**src/rtl/perceptron_uart_ctrl.sv**
```systemverilog
// Command sequencer between the UART RX/TX FIFOs and the perceptron core.
// Parses 'W' (weights), 'X' (inputs + evaluate) and '?' (ping) packets,
// streams payload bytes into the core register file, runs an evaluation and
// returns a one-byte response. Stalled packets are aborted by a timeout.
module perceptron_uart_ctrl #(
    parameter int N_INPUTS       = 4,
    parameter int AW             = 2,
    parameter int TIMEOUT_CYCLES = 1000000
) (
    input  logic          CLK,
    input  logic          RST_N,
    input  logic [7:0]    rx_data,
    input  logic          rx_present,
    output logic          rx_read,
    output logic [7:0]    tx_data,
    output logic          tx_write,
    input  logic          tx_full,
    output logic          core_wr_en,
    output logic          core_wr_sel,
    output logic [AW-1:0] core_wr_addr,
    output logic [7:0]    core_wr_data,
    output logic          core_start,
    input  logic          core_done,
    input  logic [7:0]    core_result
);

    // The byte index must be able to hold N_INPUTS itself (one past the last address).
    localparam int IW = AW + 1;
    localparam int TW = $clog2(TIMEOUT_CYCLES + 1);

    localparam logic [IW-1:0] LAST_COUNT   = IW'(N_INPUTS);
    localparam logic [TW-1:0] TIMEOUT_LAST = TW'(TIMEOUT_CYCLES - 1);

    localparam logic [7:0] CMD_WEIGHT  = 8'h57;
    localparam logic [7:0] CMD_INPUT   = 8'h58;
    localparam logic [7:0] CMD_PING    = 8'h3F;
    localparam logic [7:0] RSP_PONG    = 8'h21;
    localparam logic [7:0] RSP_ERROR   = 8'h45;
    localparam logic [7:0] RSP_TIMEOUT = 8'h54;
    localparam logic [7:0] RSP_ACK     = 8'h06;

    typedef enum logic [2:0] {
        IDLE,
        LOAD,
        START,
        WAIT_DONE,
        SEND
    } state_t;

    state_t          state;
    state_t          state_next;
    logic [7:0]      send_byte;
    logic            bank;
    logic            settle;
    logic [IW-1:0]   index;
    logic [TW-1:0]   timer;

    // State register.
    always_ff @(posedge CLK or negedge RST_N) begin
        if (!RST_N) begin
            state <= IDLE;
        end else begin
            state <= state_next;
        end
    end

    // Next-state decision and the response byte to queue when entering SEND.
    always_comb begin
        state_next = state;
        send_byte  = tx_data;
        case (state)
            IDLE: begin
                if (rx_read) begin
                    case (rx_data)
                        CMD_WEIGHT, CMD_INPUT: state_next = LOAD;
                        CMD_PING: begin
                            state_next = SEND;
                            send_byte  = RSP_PONG;
                        end
                        default: begin
                            state_next = SEND;
                            send_byte  = RSP_ERROR;
                        end
                    endcase
                end
            end
            LOAD: begin
                if (index == LAST_COUNT) begin
                    if (bank) begin
                        state_next = START;
                    end else begin
                        state_next = SEND;
                        send_byte  = RSP_ACK;
                    end
                end else if (!rx_read && timer == TIMEOUT_LAST) begin
                    state_next = SEND;
                    send_byte  = RSP_TIMEOUT;
                end
            end
            START: state_next = WAIT_DONE;
            WAIT_DONE: begin
                if (core_done) begin
                    state_next = SEND;
                    send_byte  = core_result;
                end
            end
            SEND: begin
                if (!tx_full) begin
                    state_next = IDLE;
                end
            end
            default: state_next = IDLE;
        endcase
    end

    // Strobes derived from the current state; a pop is held off for one cycle after each pop.
    always_comb begin
        rx_read    = 1'b0;
        tx_write   = 1'b0;
        core_start = 1'b0;
        if (rx_present && !settle &&
            (state == IDLE || (state == LOAD && index != LAST_COUNT))) begin
            rx_read = 1'b1;
        end
        if (state == SEND && !tx_full) begin
            tx_write = 1'b1;
        end
        if (state == START) begin
            core_start = 1'b1;
        end
    end

    // Datapath: payload writes, byte index, timeout counter and response byte.
    // settle resets high so nothing is popped while the FIFO flags come out of reset.
    always_ff @(posedge CLK or negedge RST_N) begin
        if (!RST_N) begin
            settle       <= 1'b1;
            bank         <= 1'b0;
            index        <= '0;
            timer        <= '0;
            tx_data      <= 8'h00;
            core_wr_en   <= 1'b0;
            core_wr_sel  <= 1'b0;
            core_wr_addr <= '0;
            core_wr_data <= 8'h00;
        end else begin
            settle     <= rx_read;
            core_wr_en <= 1'b0;
            if (state == IDLE && rx_read) begin
                bank <= (rx_data == CMD_INPUT);
            end
            if (state_next != LOAD) begin
                index <= '0;
            end else if (state == LOAD && rx_read) begin
                core_wr_en   <= 1'b1;
                core_wr_sel  <= bank;
                core_wr_addr <= index[AW-1:0];
                core_wr_data <= rx_data;
                index        <= index + 1'b1;
            end
            if (state != LOAD || rx_read) begin
                timer <= '0;
            end else begin
                timer <= timer + 1'b1;
            end
            if (state != SEND && state_next == SEND) begin
                tx_data <= send_byte;
            end
        end
    end

endmodule

```
**config.mk**
```make
export PLATFORM = sky130hd
export DESIGN_NAME = perceptron_uart_ctrl
export DESIGN_NICKNAME = d
export VERILOG_FILES = /design/src/rtl/perceptron_uart_ctrl.sv
export SDC_FILE = /design/constraint.sdc
export NUM_CORES = 1
export LEC_CHECK = 0
export CAP_MARGIN = 30
export CORE_MARGIN = 5
export CORE_UTILIZATION = 52
export DETAILED_ROUTE_END_ITERATION = 6
export PLACE_DENSITY_LB_ADDON = 0.08
export SYNTH_ARGS = -nofsm -noshare
export SYNTH_HDL_FRONTEND = slang
export SYNTH_SLANG_ARGS = --single-unit
```
**constraint.sdc**
```tcl
create_clock -name CLK -period 2.2 [get_ports CLK]
set_input_delay 0.22 -clock CLK [delete_from_list [all_inputs] [get_ports CLK]]
set_output_delay 0.22 -clock CLK [all_outputs]
set_load 0.005 [all_outputs]
```
==> results summary <==
The area growth from synthesis to final layout is 32.65%. Clock skew on the completed layout was measured at 10.32 ps. The cell repeated most along the worst path is sky130_fd_sc_hd__nor2_1.

The worst setup path is captured at an output pin. The setup slack of the worst register-to-register path came out at 140 ps. The library cell used most frequently in the layout, excluding fill and tap cells, is sky130_fd_sc_hd__dfrtp_1. The sink count of the clock tree is 48. Broken down by cell family, the worst path's largest delay share belongs to buffers and inverters.

The largest single stage delay on the critical path is 510 ps. The number of antenna diodes in the final layout is 0. The number of optimization iterations in the first detailed-route pass came out at 4. The layout filler cell count came out at 347. The post-place setup slack came out at -25.31 ps. At the pin with the least slew margin, the transition time is 812.2 ps.

The clock transition at the registers of the reported paths came out at 90 ps. The endpoint of the worst register-to-register path is tx_data[2]. In this run the core area contains 24 standard-cell rows. The number of instances in the synthesized netlist came out at 248. The total via count after detailed routing is 2057. The average routed wire per standard cell is 15.02 um.

The number of clock buffers inserted by TritonCTS came out at 5. The post-synthesis sequential element count is 48. The number of warning messages in the yosys log is 0. The post-synth net total came out at 272. The layout cell share with drive strength beyond 1 came out at 16.67%.

The CTS tree is yes. The die outline height is 77.76 um. In this run the critical register-to-register path is launched from timer[0].

In the layout the commonest cells are 47 x sky130_fd_sc_hd__dfrtp_1, 45 x sky130_fd_sc_hd__nand2_1, 41 x sky130_fd_sc_hd__clkdlybuf4s50_1. The count of buffers added on input and output ports is 43. The remaining max-slew budget at the tightest pin came out at 45.86%. The clock latency on the worst-skew pair came out at 300 ps. For this run the aggregate overflow at the end of global routing stands at 0. Summed over all layers, the routed wires come to 5558 um. The cell area after synthesis is 0.002387 mm^2. The critical path data required time is 1980 ps. The average size of a mapped cell is 9.626 um^2.

The die covers 0.006046 mm^2. In this run the worst hold path is classified as in -> async. In this run, post-CTS hold repair placed 0 buffers.

The number of different library cells in the post-synthesis netlist is 47. The peak fanout along the critical path is 9. The level count of the clock H-tree is 2.

Entering global routing, the biggest net connects 39 pins. The post-place instance area came out at 0.003008 mm^2. The horizontal die dimension came out at 77.76 um. The starting density of the core came out at 54.08%. The async set-reset flop share out of synthesis is 100.0%. The initial antenna violation count is 0. The final number of max-transition violations is 0. In this run the standard cell core region covers 0.004414 mm^2. The flow ran to the end, and the final reports show no timing, DRC or antenna violations.

The first-pass GRT wire length is 9729 um. For this design the ratio of total power to cell area is 661.2 mW/mm^2. The commonest register cell after synthesis is sky130_fd_sc_hd__dfrtp_1.

For this block, the initial DRC count from the detailed router was 72. The final layout contains 341 nets. The worst path needs 2086 ps of the cycle, external delays included. By startpoint and endpoint, the worst setup path is classified as reg -> out.

The clock root buffer is sky130_fd_sc_hd__clkbuf_8. Among all stages on the critical path, the largest delay is contributed by sky130_fd_sc_hd__clkdlybuf4s50_1. Max-cap violations in this run came to 0. The minimum setup slack in the final design came out at 114.1 ps. The residual DRC count came out at 0. The buffering stage count on the worst path with inverters included came out at 2. The final hold violation count is 0.

The critical path goes through buf_4 -> nor2_1 -> nand2_1 -> nor2_1 -> clkdlybuf4s50_1. Counting along the longest clock path gives a buffer depth of 2. The share of the yosys chip area belonging to registers came out at 50.37%. The via count of the first global-routing pass came out at 2142. The final weighted congestion in routability-driven placement is 0.9272. The final-layout setup total negative slack came out at 0 ps. The number of enable-type register cells in the synthesized netlist is 0.

The leakage dissipation is 1.367 nW. The core occupancy in the finished layout is 71.74%. The arrival time reported for the critical path endpoint came out at 1870 ps. Global routing used 19.40% of the available tracks.

The worst IR drop on VDD came out at 0.0004616 V. The worst reg-to-reg path cell count came out at 6. The peak clock frequency supported by timing came out at 479.4 MHz. The number of primary I/O pins came out at 44.

The final critical-path share of the clock period is 94.81%. The worst setup path is launched from a flip-flop. The routed via count divided by cell count came out at 5.559. After legalization and detailed placement, the total HPWL measured 4037 um. The post-route cell area is 0.003167 mm^2. The setup violation total in the final timing report is 0. The residual antenna-violating net count after detailed routing came out at 0.
## metal layers
layer | routed length, um | vias to the layer above | track usage [%]
li1 | - | 992 | -
met5 | 0 | - | 0
met4 | 91 | 0 | 5.842
met3 | 261 | 13 | 4.282
met2 | 2902 | 43 | 33.97
met1 | 2302 | 1009 | 23.76
## state kept, by name, summed over array words and instances, names as in the netlist
| register | flops |
|---|---|
| bank | 1 |
| core_wr_addr | 2 |
| core_wr_data | 8 |
| core_wr_en | 1 |
| core_wr_sel | 1 |
| index | 3 |
| settle | 1 |
| state | 3 |
| timer | 20 |
| tx_data | 8 |
## repair_timing
item / in CTS / in global routing
setup buffers: 1 / 3
resized for setup: 1 / 5
hold endpoints to repair: 0 / 0
endpoints found under the setup margin: 1 / 4
pin swaps: 0 / 2
## worst register-to-register path: stages (launching register included)
cell	delay, ps
sky130_fd_sc_hd__dfrtp_1	400
sky130_fd_sc_hd__ha_1	220
sky130_fd_sc_hd__nand3_1	190
sky130_fd_sc_hd__nor4_4	350
sky130_fd_sc_hd__nand3_2	180
sky130_fd_sc_hd__a21boi_4	310
sky130_fd_sc_hd__mux2_4	330
## cell families after synthesis
kind of cell	Yosys count	share of synthesized area, %
simple gates	126	26.94
flops	48	50.37
fa+ha+maj	3	1.572
xor+xnor	16	5.870
buf+inv	18	3.354
compound gates	31	8.911
mux	6	2.987
## where the power goes
| group | internal, mW | leakage [nW] | total (mW) | switching, mW |
|---|---|---|---|---|
| Clock | 0.338 | 0.0552 | 0.630 | 0.292 |
| Sequential | 0.973 | 0.639 | 1.04 | 0.0644 |
| Combinational | 0.274 | 0.672 | 0.427 | 0.153 |
## cell usage after synthesis (4+ instances only)
master                     instances  share of area (%)
sky130_fd_sc_hd__o21ai_0          10                2.1
sky130_fd_sc_hd__inv_1            10                1.6
sky130_fd_sc_hd__dfrtp_1          47                 49
sky130_fd_sc_hd__nand3_1           9                1.9
sky130_fd_sc_hd__nor2_1           28                4.4
sky130_fd_sc_hd__nand4_1          10                2.6
sky130_fd_sc_hd__a21oi_1           7                1.5
sky130_fd_sc_hd__nand2_1          45                7.1
sky130_fd_sc_hd__clkbuf_1          5               0.79
sky130_fd_sc_hd__xnor2_1           7                2.6
sky130_fd_sc_hd__and3_1            4                1.0
sky130_fd_sc_hd__a31oi_1           5                1.3
sky130_fd_sc_hd__xor2_1            9                3.3
## how the worst max path moves through the flow
stage / from / to / slack, ps / cells past startpoint
after floorplan: timer[6] / tx_data[1] / 220 / 5
after global placement: rx_present / tx_data[1] / 30 / 6
after detailed placement: rx_present / tx_data[2] / -30 / 6
after CTS: index[1] / rx_read / 20 / 6
after global routing: timer[0] / tx_data[0] / -10 / 7
final: state[1] / tx_write / 110 / 5
## area by class of cell
cell class	instances	area (um^2)	area share, %
multi-input combinational	182	1124	35.48
timing repair buffer	70	630.6	19.91
clock inverter	2	35.03	1.106
inverter	10	37.54	1.185
clock buffer	6	72.57	2.292
sequential	48	1202	37.97
tap	52	65.06	2.055
## per-stage QoR
stage	std cells	power, mW	hold slack [ps]
final	370	2.094	12.90
after global routing	370	2.212	84.11
after CTS	367	2.102	48.83
after detailed placement	358	1.475	373.3
after global placement	358	1.475	364.7
after floorplan	248	1.180	-75.59
(Power assumes the default switching activity.)
